File: config.mk
export PLATFORM = sky130hd
export DESIGN_NAME = naneye_stream_gen
export DESIGN_NICKNAME = d
export VERILOG_FILES = /design/src/rtl/naneye_stream_gen.sv
export SDC_FILE = /design/constraint.sdc
export NUM_CORES = 1
export LEC_CHECK = 0
export ABC_AREA = 1
export CORE_UTILIZATION = 25
export CTS_CLUSTER_SIZE = 24
export DETAILED_ROUTE_END_ITERATION = 7
export SETUP_SLACK_MARGIN = 0.05
export SYNTH_ARGS = -nofsm -noshare
export SYNTH_HDL_FRONTEND = slang
export SYNTH_SLANG_ARGS = --single-unit
File: constraint.sdc
create_clock -name CLOCK -period 2.75 [get_ports CLOCK]
set_input_delay 0.275 -clock CLOCK [delete_from_list [all_inputs] [get_ports CLOCK]]
set_output_delay 0.275 -clock CLOCK [all_outputs]
set_load 0.005 [all_outputs]
File: src/rtl/naneye_stream_gen.sv
// NanEye sensor-stream generator: Manchester frames (frame sync, pixel words, line sync) on one pin.
// Define NANEYE_GEN_JITTER_EN to build the optional per-half-bit timing jitter driven by JITTER_ON.
module naneye_stream_gen #(
    parameter int C_ROWS       = 320,
    parameter int C_COLUMNS    = 320,
    parameter int C_HALF_DIV   = 3,
    parameter int C_LSYNC_BITS = 8,
    parameter int C_FSYNC_HALF = 64,
    parameter int D_WIDTH      = 10
) (
    input  logic        CLOCK,
    input  logic        RESET_N,
    input  logic        START,
    input  logic        CONTINUOUS,
    input  logic [1:0]  PATTERN,
    input  logic        JITTER_ON,
    output logic        SER_OUT,
    output logic        SER_OUT_EN,
    output logic        FRAME_START,
    output logic        LINE_END,
    output logic        FRAME_DONE,
    output logic [15:0] ROW_CNT
);
    localparam logic [2:0] S_IDLE  = 3'd0;
    localparam logic [2:0] S_FSYNC = 3'd1;
    localparam logic [2:0] S_PIXEL = 3'd2;
    localparam logic [2:0] S_LSYNC = 3'd3;
    localparam logic [2:0] S_FEND  = 3'd4;
    localparam int         TW      = $clog2(C_HALF_DIV + 2);
    localparam int         WW      = D_WIDTH + 2;

    // x^16+x^14+x^13+x^11+1, right-shifting Fibonacci form
    function automatic logic [15:0] lfsr_step(input logic [15:0] s);
        return {s[0] ^ s[2] ^ s[3] ^ s[5], s[15:1]};
    endfunction

    logic [2:0]    state_q, state_d;
    logic [TW-1:0] tmr_q, tmr_d;
    logic [15:0]   idx_q, idx_d;
    logic          ph_q, ph_d;
    logic [15:0]   col_q, col_d;
    logic [15:0]   row_q, row_d;
    logic [WW-1:0] word_q, word_d;
    logic [15:0]   lfsr_q, lfsr_d;
    logic [1:0]    pat_q, pat_d;
    logic          cont_q, cont_d;
    logic          ser_q, en_q, fs_q, le_q, fd_q;
    logic [15:0]   rowo_q;
    logic          ser_d, le_d, load, active, hb_end, enter;
    logic [TW-1:0] hlen;

`ifdef NANEYE_GEN_JITTER_EN
    logic [TW-1:0] hlen_q, hlen_nxt;
    logic [15:0]   jlfsr_q, jlfsr_d;
    logic          draw;

    // A new half-bit starts on frame entry and on every half-bit boundary that stays in the frame.
    assign draw = enter || (hb_end && (state_d != S_FEND));
    assign hlen = hlen_q;

    always_comb begin
        jlfsr_d  = jlfsr_q;
        hlen_nxt = TW'(C_HALF_DIV);
        if (draw && JITTER_ON) begin
            jlfsr_d = lfsr_step(jlfsr_q);
            case (jlfsr_q[1:0])
                2'b00:   hlen_nxt = TW'(C_HALF_DIV - 1);
                2'b11:   hlen_nxt = TW'(C_HALF_DIV + 1);
                default: hlen_nxt = TW'(C_HALF_DIV);
            endcase
        end
    end

    always_ff @(posedge CLOCK or negedge RESET_N) begin
        if (!RESET_N) begin
            hlen_q  <= TW'(C_HALF_DIV);
            jlfsr_q <= 16'h1D0F;
        end else begin
            jlfsr_q <= jlfsr_d;
            if (draw) hlen_q <= hlen_nxt;
        end
    end
`else
    logic unused_jitter;
    assign unused_jitter = JITTER_ON;
    assign hlen          = TW'(C_HALF_DIV);
`endif

    assign active = (state_q == S_FSYNC) || (state_q == S_PIXEL) || (state_q == S_LSYNC);
    assign hb_end = active && (tmr_q == hlen - TW'(1));
    // START at frame end behaves like a held CONTINUOUS; CONTINUOUS must survive the whole frame.
    assign enter  = ((state_q == S_IDLE) && START) ||
                    ((state_q == S_FEND) && ((cont_q && CONTINUOUS) || START));

    always_comb begin
        state_d = state_q;
        tmr_d   = tmr_q;
        idx_d   = idx_q;
        ph_d    = ph_q;
        col_d   = col_q;
        row_d   = row_q;
        word_d  = word_q;
        lfsr_d  = lfsr_q;
        pat_d   = pat_q;
        cont_d  = cont_q;
        load    = 1'b0;
        le_d    = 1'b0;
        if (active) tmr_d = hb_end ? '0 : tmr_q + TW'(1);
        case (state_q)
            S_IDLE, S_FEND: begin
                if (enter) begin
                    state_d = S_FSYNC;
                    tmr_d   = '0;
                    idx_d   = '0;
                    ph_d    = 1'b0;
                    row_d   = '0;
                    col_d   = '0;
                    pat_d   = PATTERN;
                    cont_d  = CONTINUOUS;
                end else if (state_q == S_FEND) begin
                    state_d = S_IDLE;
                end
            end
            S_FSYNC: if (hb_end) begin
                if (idx_q == 16'(C_FSYNC_HALF - 1)) begin
                    state_d = S_PIXEL;
                    idx_d   = '0;
                    load    = 1'b1;
                end else begin
                    idx_d = idx_q + 16'd1;
                end
            end
            S_PIXEL: if (hb_end) begin
                ph_d = ~ph_q;
                if (ph_q) begin
                    word_d = word_q << 1;
                    if (idx_q == 16'(WW - 1)) begin
                        idx_d = '0;
                        if (col_q == 16'(C_COLUMNS - 1)) begin
                            state_d = S_LSYNC;
                            col_d   = '0;
                        end else begin
                            col_d = col_q + 16'd1;
                            load  = 1'b1;
                        end
                    end else begin
                        idx_d = idx_q + 16'd1;
                    end
                end
            end
            S_LSYNC: if (hb_end) begin
                ph_d = ~ph_q;
                if (ph_q) begin
                    if (idx_q == 16'(C_LSYNC_BITS - 1)) begin
                        idx_d = '0;
                        le_d  = 1'b1;
                        if (row_q == 16'(C_ROWS - 1)) begin
                            state_d = S_FEND;
                        end else begin
                            row_d   = row_q + 16'd1;
                            state_d = S_PIXEL;
                            load    = 1'b1;
                        end
                    end else begin
                        idx_d = idx_q + 16'd1;
                    end
                end
            end
            default: state_d = S_IDLE;
        endcase
        // Word = start '1', data MSB first, stop '0'; shifted out MSB first.
        if (load) begin
            case (pat_q)
                2'd0:    word_d = {1'b1, D_WIDTH'(col_d), 1'b0};
                2'd1:    word_d = {1'b1, D_WIDTH'(row_d), 1'b0};
                2'd2:    word_d = {1'b1, {D_WIDTH{row_d[0] ^ col_d[0]}}, 1'b0};
                default: begin
                    word_d = {1'b1, D_WIDTH'(lfsr_q), 1'b0};
                    lfsr_d = lfsr_step(lfsr_q);
                end
            endcase
        end
    end

    always_comb begin
        case (state_q)
            S_FSYNC: ser_d = 1'b1;
            S_PIXEL: ser_d = word_q[WW-1] ^ ph_q;
            S_LSYNC: ser_d = ph_q;
            default: ser_d = 1'b0;
        endcase
    end

    always_ff @(posedge CLOCK or negedge RESET_N) begin
        if (!RESET_N) begin
            state_q <= S_IDLE;
            tmr_q   <= '0;
            idx_q   <= '0;
            ph_q    <= 1'b0;
            col_q   <= '0;
            row_q   <= '0;
            word_q  <= '0;
            lfsr_q  <= 16'hACE1;
            pat_q   <= '0;
            cont_q  <= 1'b0;
            ser_q   <= 1'b0;
            en_q    <= 1'b0;
            fs_q    <= 1'b0;
            le_q    <= 1'b0;
            fd_q    <= 1'b0;
            rowo_q  <= '0;
        end else begin
            state_q <= state_d;
            tmr_q   <= tmr_d;
            idx_q   <= idx_d;
            ph_q    <= ph_d;
            col_q   <= col_d;
            row_q   <= row_d;
            word_q  <= word_d;
            lfsr_q  <= lfsr_d;
            pat_q   <= pat_d;
            cont_q  <= cont_d;
            ser_q   <= ser_d;
            en_q    <= active;
            fs_q    <= (state_q == S_FSYNC) && (idx_q == '0) && (tmr_q == '0);
            le_q    <= le_d;
            fd_q    <= (state_q == S_FEND);
            rowo_q  <= row_q;
        end
    end

    assign SER_OUT     = ser_q;
    assign SER_OUT_EN  = en_q;
    assign FRAME_START = fs_q;
    assign LINE_END    = le_q;
    assign FRAME_DONE  = fd_q;
    assign ROW_CNT     = rowo_q;
endmodule
==> results of run 1 <==
## layer usage
layer / vias up / part of all wire [%] / GRT usage, %
met5: - / 0 / 0
met2: 83 / 44 / 19.3
met4: 0 / 2.1 / 4.57
met1: 2198 / 50 / 17.2
li1: 2405 / - / -
met3: 15 / 3.5 / 2.73
## cell families (layout without fill, tap and decap cells)
group / Yosys count / in the layout / share of synthesized area, %
buffers and inverters: 103 / 142 / 7.10
adders and majority gates: 7 / 7 / 1.54
AOI/OAI and AO/OA: 75 / 75 / 8.12
xor gates and xnor gates: 15 / 15 / 2.32
and+or+nand+nor: 413 / 413 / 34.0
DFF: 106 / 106 / 46.9
## power by group
group / internal [mW] / leakage, nW / switching, mW
logic: 0.0101 / 1.75 / 0.0325
registers: 1.56 / 1.20 / 0
clock network: 0.617 / 0.129 / 0.594
total: 2.18 / 3.08 / 0.627
## flip-flops by register name, summed over array words and instances (netlist names), 2 cells and up
name     cells
row_q       16
tmr_q        3
col_q       16
state_q      3
word_q      11
lfsr_q      16
ROW_CNT     16
idx_q       16
pat_q        2
## final timing paths
kind,start,to,slack (ns),cells past startpoint
worst max-delay path,row_q[0],lfsr_q[12],0.40,11
worst min-delay path,RESET_N,lfsr_q[14],0.42,2
worst max register to register,row_q[0],lfsr_q[12],0.40,11
worst min register to register,row_q[8],ROW_CNT[8],0.43,0
max in group asynchronous,RESET_N,lfsr_q[7],1.59,3
min in group CLOCK,row_q[8],ROW_CNT[8],0.43,0
## placed cells by master, fill, tap and decap left out, drive strengths merged, types with 2 or more instances in the layout
| master | netlist | routed |
|---|---|---|
| nor3b | 2 | 2 |
| a21oi | 25 | 25 |
| nor2 | 87 | 87 |
| nor3 | 17 | 17 |
| clkbuf | 3 | 10 |
| xor2 | 6 | 6 |
| clkinv | 1 | 4 |
| nand4 | 28 | 28 |
| clkdlybuf4s50 | 0 | 25 |
| nand2 | 199 | 199 |
| nor4 | 4 | 4 |
| and3 | 3 | 3 |
| dfrtp | 98 | 98 |
| a221oi | 3 | 3 |
| o211ai | 2 | 2 |
| and2 | 2 | 2 |
| o21a | 3 | 3 |
| o21ai | 34 | 34 |
| nand3 | 70 | 70 |
| inv | 92 | 93 |
| clkinvlp | 0 | 2 |
| ha | 7 | 7 |
| o22ai | 4 | 4 |
| xnor2 | 9 | 9 |
| buf | 7 | 7 |
| dfstp | 8 | 8 |
## worst reg2reg max path, delay by kind of cell (launching register included)
kind | cells | cell delay [ns]
flops | 1 | 0.45
buf+inv | 2 | 0.26
simple gates | 6 | 0.90
fa+ha+maj | 1 | 0.27
compound gates | 2 | 0.34
## synthesized netlist by cell type (all sizes together), types with 2 or more instances
| cell | count |
|---|---|
| nand2 | 199 |
| nand3 | 70 |
| and3 | 3 |
| inv | 92 |
| and2 | 2 |
| ha | 7 |
| o22ai | 4 |
| nand4 | 28 |
| nor3b | 2 |
| dfrtp | 98 |
| clkbuf | 3 |
| dfstp | 8 |
| o211ai | 2 |
| o21ai | 34 |
| a21oi | 25 |
| nor4 | 4 |
| a221oi | 3 |
| xor2 | 6 |
| buf | 7 |
| nor3 | 17 |
| nor2 | 87 |
| o21a | 3 |
| xnor2 | 9 |
## metrics by stage
step | cell area (sq um) | utilization, % | hold WS, ns | instances
after floorplan | 5670 | - | -0.0206 | 719
after global placement | 6290 | 28.5 | 0.281 | 1021
after detailed placement | 6290 | 28.5 | 0.282 | 1021
after CTS | 6570 | 29.8 | 0.435 | 1038
after global routing | 6570 | 29.8 | 0.450 | 1038
final | 6570 | 29.8 | 0.422 | 1038
## area by class of cell
cell class | instances | area, sq um
sequential | 106 | 2660
multi-input combinational | 510 | 2610
fill | 2378 | 15500
clock buffer | 10 | 229
clock inverter | 6 | 42.5
tap | 280 | 350
inverter | 93 | 352
timing repair buffer | 33 | 325
## repair_timing
| item | in CTS | in global routing |
|---|---|---|
| buffers inserted | 0 | 0 |
| hold endpoints to repair | 32 | 0 |
| setup endpoints to repair | 0 | 1 |
| resized for setup | 0 | 1 |
| hold buffers | 1 | 0 |
==> flow_results.xml, run 1 <==
<?xml version="1.0" encoding="UTF-8"?>
<metrics>
  <group name="synth">
    <metric name="yosys-top-cells-area" unit="">dfrtp_1 (43%), nand2_1 (12%), nand3_1 (5.7%)</metric>
    <metric name="synthesized_instance_count" unit="">719</metric>
    <metric name="post_synth.cell_area_avg" unit="sq um">7.89</metric>
    <metric name="yosys_register_bits" unit="">106</metric>
    <metric name="ys.warnings.count" unit="">0</metric>
    <metric name="synth-edff-count" unit="">0</metric>
    <metric name="synthDistinctLibCells" unit="">43</metric>
    <metric name="synth_fp_nets" unit="">733</metric>
    <metric name="yosysTopAreaCell" unit="">dfrtp_1</metric>
    <metric name="synth_top_area_share" unit="%">43.2</metric>
    <metric name="async_reset_ff_share" unit="%">100</metric>
    <metric name="mappedNetlistArea" unit="sq um">5670</metric>
    <metric name="yosysSeqAreaShare" unit="%">46.9</metric>
    <metric name="yosys_most_used_dff" unit="">dfrtp_1</metric>
  </group>
  <group name="sta">
    <metric name="portion_of_the_clock_cycle_consumed_by_the_worst_path_in_the_final_layout" unit="%">85.6</metric>
    <metric name="worstMarginPinSlew" unit="ns">0.674</metric>
    <metric name="report.final.setup_viol" unit="">0</metric>
    <metric name="finalWorstPathRequiredPeriod" unit="ns">2.35</metric>
    <metric name="postLayoutSetupSlackWorst" unit="ns">0.395</metric>
    <metric name="maxSlewViolCount" unit="">0</metric>
    <metric name="timing.clock.skew" unit="ns">0.0104</metric>
    <metric name="unrepaired_setup_endpoints_after_global_routing" unit="">false</metric>
    <metric name="fmax" unit="GHz">0.425</metric>
    <metric name="slew_headroom" unit="%">54.9</metric>
    <metric name="fin_tns_setup" unit="ns">0</metric>
    <metric name="hold_viol_final" unit="">0</metric>
  </group>
  <group name="setup_path">
    <metric name="worstPathCellList" unit="">ha_1 &gt; nand3_1 &gt; nor2_1 &gt; nand3_1 &gt; nand4_1 &gt; a21oi_2 &gt; inv_2 &gt; nor2_4 &gt; inv_2 &gt; nand2_1 &gt; o21ai_0</metric>
    <metric name="worst_path_dominant_cell_family" unit="">simple AND/OR/NAND/NOR gates</metric>
    <metric name="worstSetupPathType" unit="">flop to flop</metric>
    <metric name="max_fanout_on_critical_path" unit="">16</metric>
    <metric name="worst_ep_required_time" unit="ns">2.98</metric>
    <metric name="worst_setup_path_end_kind" unit="">flop</metric>
    <metric name="cpPeakStageDelay" unit="ns">0.45</metric>
    <metric name="cp.arrival" unit="ns">2.58</metric>
    <metric name="cp_num_buf_inv" unit="">2</metric>
    <metric name="worst_path_max_delay_cell" unit="">dfrtp_1</metric>
    <metric name="critical_path.startpoint_type" unit="">flop</metric>
  </group>
  <group name="finish">
    <metric name="area_growth" unit="%">15.8</metric>
    <metric name="design.final.nets" unit="">767</metric>
    <metric name="antenna-diode-count" unit="">0</metric>
    <metric name="layout-drive-gt1-share" unit="%">11.5</metric>
  </group>
  <group name="die">
    <metric name="die_area" unit="sq um">23300</metric>
    <metric name="effective_utilization_at_floorplan" unit="%">25.8</metric>
    <metric name="core.rowCount" unit="">54</metric>
    <metric name="horiz_die_dim" unit="microns">153</metric>
    <metric name="die_height" unit="microns">153</metric>
    <metric name="io_pins" unit="">28</metric>
    <metric name="core_region_area" unit="sq um">22000</metric>
  </group>
  <group name="place">
    <metric name="place_hpwl" unit="microns">9810</metric>
    <metric name="gp_routability_congestion" unit="">0.840</metric>
    <metric name="port_buffers" unit="">26</metric>
    <metric name="placement.setup.worst_slack" unit="ns">0.377</metric>
  </group>
  <group name="global_route">
    <metric name="grt_first_pass_wirelength" unit="microns">23300</metric>
    <metric name="first_global_vias" unit="">4685</metric>
    <metric name="total_routing_usage_reported_by_global_routing" unit="%">12.5</metric>
    <metric name="maximum_number_of_pins_on_one_net_before_global_route_repair" unit="">72</metric>
    <metric name="antenna_found_initial" unit="">0</metric>
    <metric name="overflow" unit="">0</metric>
  </group>
  <group name="clock_network">
    <metric name="cts-root-to-sink-buffers" unit="">2</metric>
    <metric name="cts_inserted_buffers" unit="">9</metric>
    <metric name="cts.htree.levels" unit="">3</metric>
    <metric name="numClockSinks" unit="">106</metric>
    <metric name="root_buffer" unit="">clkbuf_16</metric>
    <metric name="clk_pin_slew" unit="ns">0.08</metric>
    <metric name="worst_skew_pair.late_latency" unit="ns">0.36</metric>
    <metric name="cts_tree" unit="">done</metric>
  </group>
  <group name="drt">
    <metric name="drtAntennaViolNets" unit="">0</metric>
    <metric name="route.detailed.drc" unit="">0</metric>
    <metric name="drt_pre_antenna_iters" unit="">7</metric>
    <metric name="routed_via_density" unit="">4.53</metric>
    <metric name="first_iter_violations" unit="">309</metric>
    <metric name="routed_wl" unit="microns">13300</metric>
    <metric name="num_vias" unit="">4701</metric>
    <metric name="routedWlPerCell" unit="microns">12.8</metric>
  </group>
  <group name="run">
    <metric name="drv_cap" unit="">0</metric>
  </group>
  <group name="power">
    <metric name="power_leakage" unit="nW">3.08</metric>
    <metric name="report.power.total" unit="mW">2.81</metric>
    <metric name="irDropWorstVdd" unit="V">0.000277</metric>
    <metric name="power_per_standard_cell_area" unit="nW/um^2">428</metric>
  </group>
  <group name="status">
    <metric name="run_status" unit="">finished, final reports clean</metric>
  </group>
  <group name="hold_path">
    <metric name="hold_path.class" unit="">input pin to async pin</metric>
  </group>
</metrics>
Note: power is estimated with default switching activity, not from simulation.
==> inputs of run 2 (changes only) <==
--- a/config.mk
+++ b/config.mk
@@ -6,6 +6,7 @@
 export NUM_CORES = 1
 export LEC_CHECK = 0
 export ABC_AREA = 1
+export ABC_CLOCK_PERIOD_IN_PS = 2700
 export CORE_UTILIZATION = 25
 export CTS_CLUSTER_SIZE = 24
 export DETAILED_ROUTE_END_ITERATION = 7
==> constraint.sdc (replaced) <==
create_clock -name CLOCK -period 2.7 [get_ports CLOCK]
set_input_delay 0.27 -clock CLOCK [delete_from_list [all_inputs] [get_ports CLOCK]]
set_output_delay 0.27 -clock CLOCK [all_outputs]
set_load 0.005 [all_outputs]
==> run 2 against run 1 <==
The run now ends with DRC left. Clock power grew 23%. Global-route usage is 0.27 points lower. Count of clock-buffer cells in the layout increased by 1. Clock skew down 0.00089 ns. Cell count grew 0.39%. Non-clock buffer count rose by 4. Sequential power about the same. Sequential share of layout area down 0.57 points. Maximum frequency shrank 1.3%. Via count up 1.8%. Hold slack improved by 0.0077 ns. Highest routed layer unchanged.
==> flow_results.xml, run 2 (synthesis gave the netlist of run 1 again) <==
<?xml version="1.0" encoding="UTF-8"?>
<metrics>
  <group name="status">
    <metric name="run_status" unit="">finished with violations</metric>
    <metric name="violated_checks" unit="">DRC</metric>
  </group>
  <group name="die">
    <metric name="horiz_die_dim" unit="microns">153</metric>
    <metric name="core.rowCount" unit="">54</metric>
    <metric name="die_height" unit="microns">153</metric>
    <metric name="core_region_area" unit="sq um">22000</metric>
    <metric name="die_area" unit="sq um">23300</metric>
    <metric name="effective_utilization_at_floorplan" unit="%">25.8</metric>
    <metric name="io_pins" unit="">28</metric>
  </group>
  <group name="finish">
    <metric name="layout-drive-gt1-share" unit="%">11.9</metric>
    <metric name="antenna-diode-count" unit="">0</metric>
    <metric name="area_growth" unit="%">17.5</metric>
    <metric name="design.final.nets" unit="">771</metric>
    <metric name="most_frequent_cells_in_the_layout" unit="">nand2_1 (185), dfrtp_1 (98), inv_1 (85)</metric>
    <metric name="layout.cells.most_common" unit="">nand2_1</metric>
  </group>
  <group name="setup_path">
    <metric name="cp_num_buf_inv" unit="">0</metric>
    <metric name="r2r-end" unit="">word_q[11]</metric>
    <metric name="reg2reg_slack" unit="ns">0.31</metric>
    <metric name="worstPathCellList" unit="">ha_1 &gt; nand3_1 &gt; nor2_1 &gt; nand3_1 &gt; nand4_1 &gt; nand2_2 &gt; nand2_1 &gt; nand2_1 &gt; nor2_1 &gt; a21oi_1</metric>
    <metric name="max_fanout_on_critical_path" unit="">11</metric>
    <metric name="worstSetupPathType" unit="">flop to flop</metric>
    <metric name="path_depth" unit="">10</metric>
    <metric name="worst_ep_required_time" unit="ns">2.93</metric>
    <metric name="worst_setup_path_end_kind" unit="">flop</metric>
    <metric name="worst_path_dominant_cell_family" unit="">simple AND/OR/NAND/NOR gates</metric>
    <metric name="beginning_of_the_worst_register_to_register_path" unit="">row_q[0]</metric>
    <metric name="cpPeakStageDelay" unit="ns">0.42</metric>
    <metric name="cp.arrival" unit="ns">2.61</metric>
    <metric name="reg2reg_depth" unit="">10</metric>
    <metric name="worst_path_max_delay_cell" unit="">dfrtp_1</metric>
    <metric name="critical_path.startpoint_type" unit="">flop</metric>
  </group>
  <group name="place">
    <metric name="place_hpwl" unit="microns">10000</metric>
    <metric name="gp_routability_congestion" unit="">0.856</metric>
    <metric name="port_buffers" unit="">26</metric>
  </group>
  <group name="drt">
    <metric name="route.detailed.drc" unit="">1</metric>
    <metric name="routed_wl" unit="microns">13700</metric>
    <metric name="first_iter_violations" unit="">345</metric>
    <metric name="routed_via_density" unit="">4.59</metric>
    <metric name="num_vias" unit="">4784</metric>
    <metric name="drtAntennaViolNets" unit="">0</metric>
    <metric name="routedWlPerCell" unit="microns">13.1</metric>
    <metric name="drt_pre_antenna_iters" unit="">7</metric>
  </group>
  <group name="global_route">
    <metric name="antenna_found_initial" unit="">0</metric>
    <metric name="grt_first_pass_wirelength" unit="microns">22900</metric>
    <metric name="overflow" unit="">0</metric>
    <metric name="total_routing_usage_reported_by_global_routing" unit="%">12.3</metric>
    <metric name="first_global_vias" unit="">4617</metric>
    <metric name="maximum_number_of_pins_on_one_net_before_global_route_repair" unit="">54</metric>
  </group>
  <group name="clock_network">
    <metric name="worst_skew_pair.late_latency" unit="ns">0.36</metric>
    <metric name="cts-root-to-sink-buffers" unit="">2</metric>
    <metric name="cts.htree.levels" unit="">3</metric>
    <metric name="numClockSinks" unit="">106</metric>
    <metric name="clk_pin_slew" unit="ns">0.07</metric>
    <metric name="cts_inserted_buffers" unit="">9</metric>
    <metric name="root_buffer" unit="">clkbuf_16</metric>
    <metric name="post_cts_resize_count" unit="">0</metric>
    <metric name="cts_tree" unit="">done</metric>
  </group>
  <group name="power">
    <metric name="report.power.total" unit="mW">3.12</metric>
    <metric name="power_per_standard_cell_area" unit="nW/um^2">468</metric>
    <metric name="power_leakage" unit="nW">3.13</metric>
    <metric name="irDropWorstVdd" unit="V">0.000291</metric>
  </group>
  <group name="sta">
    <metric name="finalWorstPathRequiredPeriod" unit="ns">2.39</metric>
    <metric name="slew_headroom" unit="%">53.0</metric>
    <metric name="unrepaired_setup_endpoints_after_global_routing" unit="">false</metric>
    <metric name="worstMarginPinSlew" unit="ns">0.704</metric>
    <metric name="maxSlewViolCount" unit="">0</metric>
    <metric name="fin_tns_setup" unit="ns">0</metric>
    <metric name="final.hold.worst_slack" unit="ns">0.430</metric>
    <metric name="report.final.setup_viol" unit="">0</metric>
    <metric name="timing.clock.skew" unit="ns">0.00951</metric>
    <metric name="fmax" unit="GHz">0.419</metric>
    <metric name="hold_viol_final" unit="">0</metric>
    <metric name="portion_of_the_clock_cycle_consumed_by_the_worst_path_in_the_final_layout" unit="%">88.4</metric>
  </group>
  <group name="hold_path">
    <metric name="hold_path.class" unit="">flop to flop</metric>
    <metric name="worstHoldEndpoint" unit="">ROW_CNT[15]</metric>
    <metric name="timing.hold.worst_path_depth" unit="">0</metric>
    <metric name="hold_path_startpoint" unit="">row_q[15]</metric>
  </group>
  <group name="run">
    <metric name="drv_cap" unit="">0</metric>
  </group>
</metrics>
-- run 2: report_power, final --
part	internal (mW)	total, mW	switching, mW
registers	1.59	1.59	0
logic	0.0111	0.0449	0.0338
clock network	0.869	1.49	0.617
total	2.47	3.12	0.651
-- run 2: worst reg2reg max path, delay by kind of cell, from the launching register on --
kind / cells / cell delay (ns)
simple gates: 8 / 1.57
flops: 1 / 0.42
fa+ha+maj: 1 / 0.22
compound gates: 1 / 0.06
-- run 2: layout make-up --
type	count	area [sq um]
inverters	93	352
multi-input cells	510	2610
clock buffers	11	253
clock inverters	5	85.1
repair buffers	37	355
well taps	280	350
flip-flops and latches	106	2660
fillers	2391	15400
-- run 2: per-layer routing --
layer | share of wire, % | global-route usage, %
met4 | 1.6 | 4.86
met3 | 3.9 | 1.71
met5 | 0 | 0
met1 | 49 | 16.7
met2 | 45 | 19.7
-- run 2: how the worst max path moves through the flow --
stage | slack, ns | end | start
6_report | 0.31 | word_q[11] | row_q[0]
3_3_place_gp | 0.34 | word_q[1] | START
3_5_place_dp | 0.32 | idx_q[15] | CONTINUOUS
4_1_cts | 0.34 | idx_q[15] | tmr_q[0]
5_1_grt | 0.06 | word_q[5] | row_q[0]
2_1_floorplan | 0.74 | word_q[1] | tmr_q[0]
-- run 2: stage by stage --
stage | std cells | utilization, % | cell area (sq um) | setup WS (ns)
final | 1042 | 30.3 | 6670 | 0.313
after global routing | 1042 | 30.3 | 6670 | 0.0559
after CTS | 1042 | 30.3 | 6670 | 0.338
after detailed placement | 1025 | 28.7 | 6320 | 0.321
after global placement | 1025 | 28.7 | 6320 | 0.345
after floorplan | 719 | - | 5670 | 0.744
-- run 2: what timing repair did --
item,in CTS,in global routing
setup buffers,0,0
endpoints found under the setup margin,0,0
hold buffers,1,0
endpoints found under the hold margin,13,0
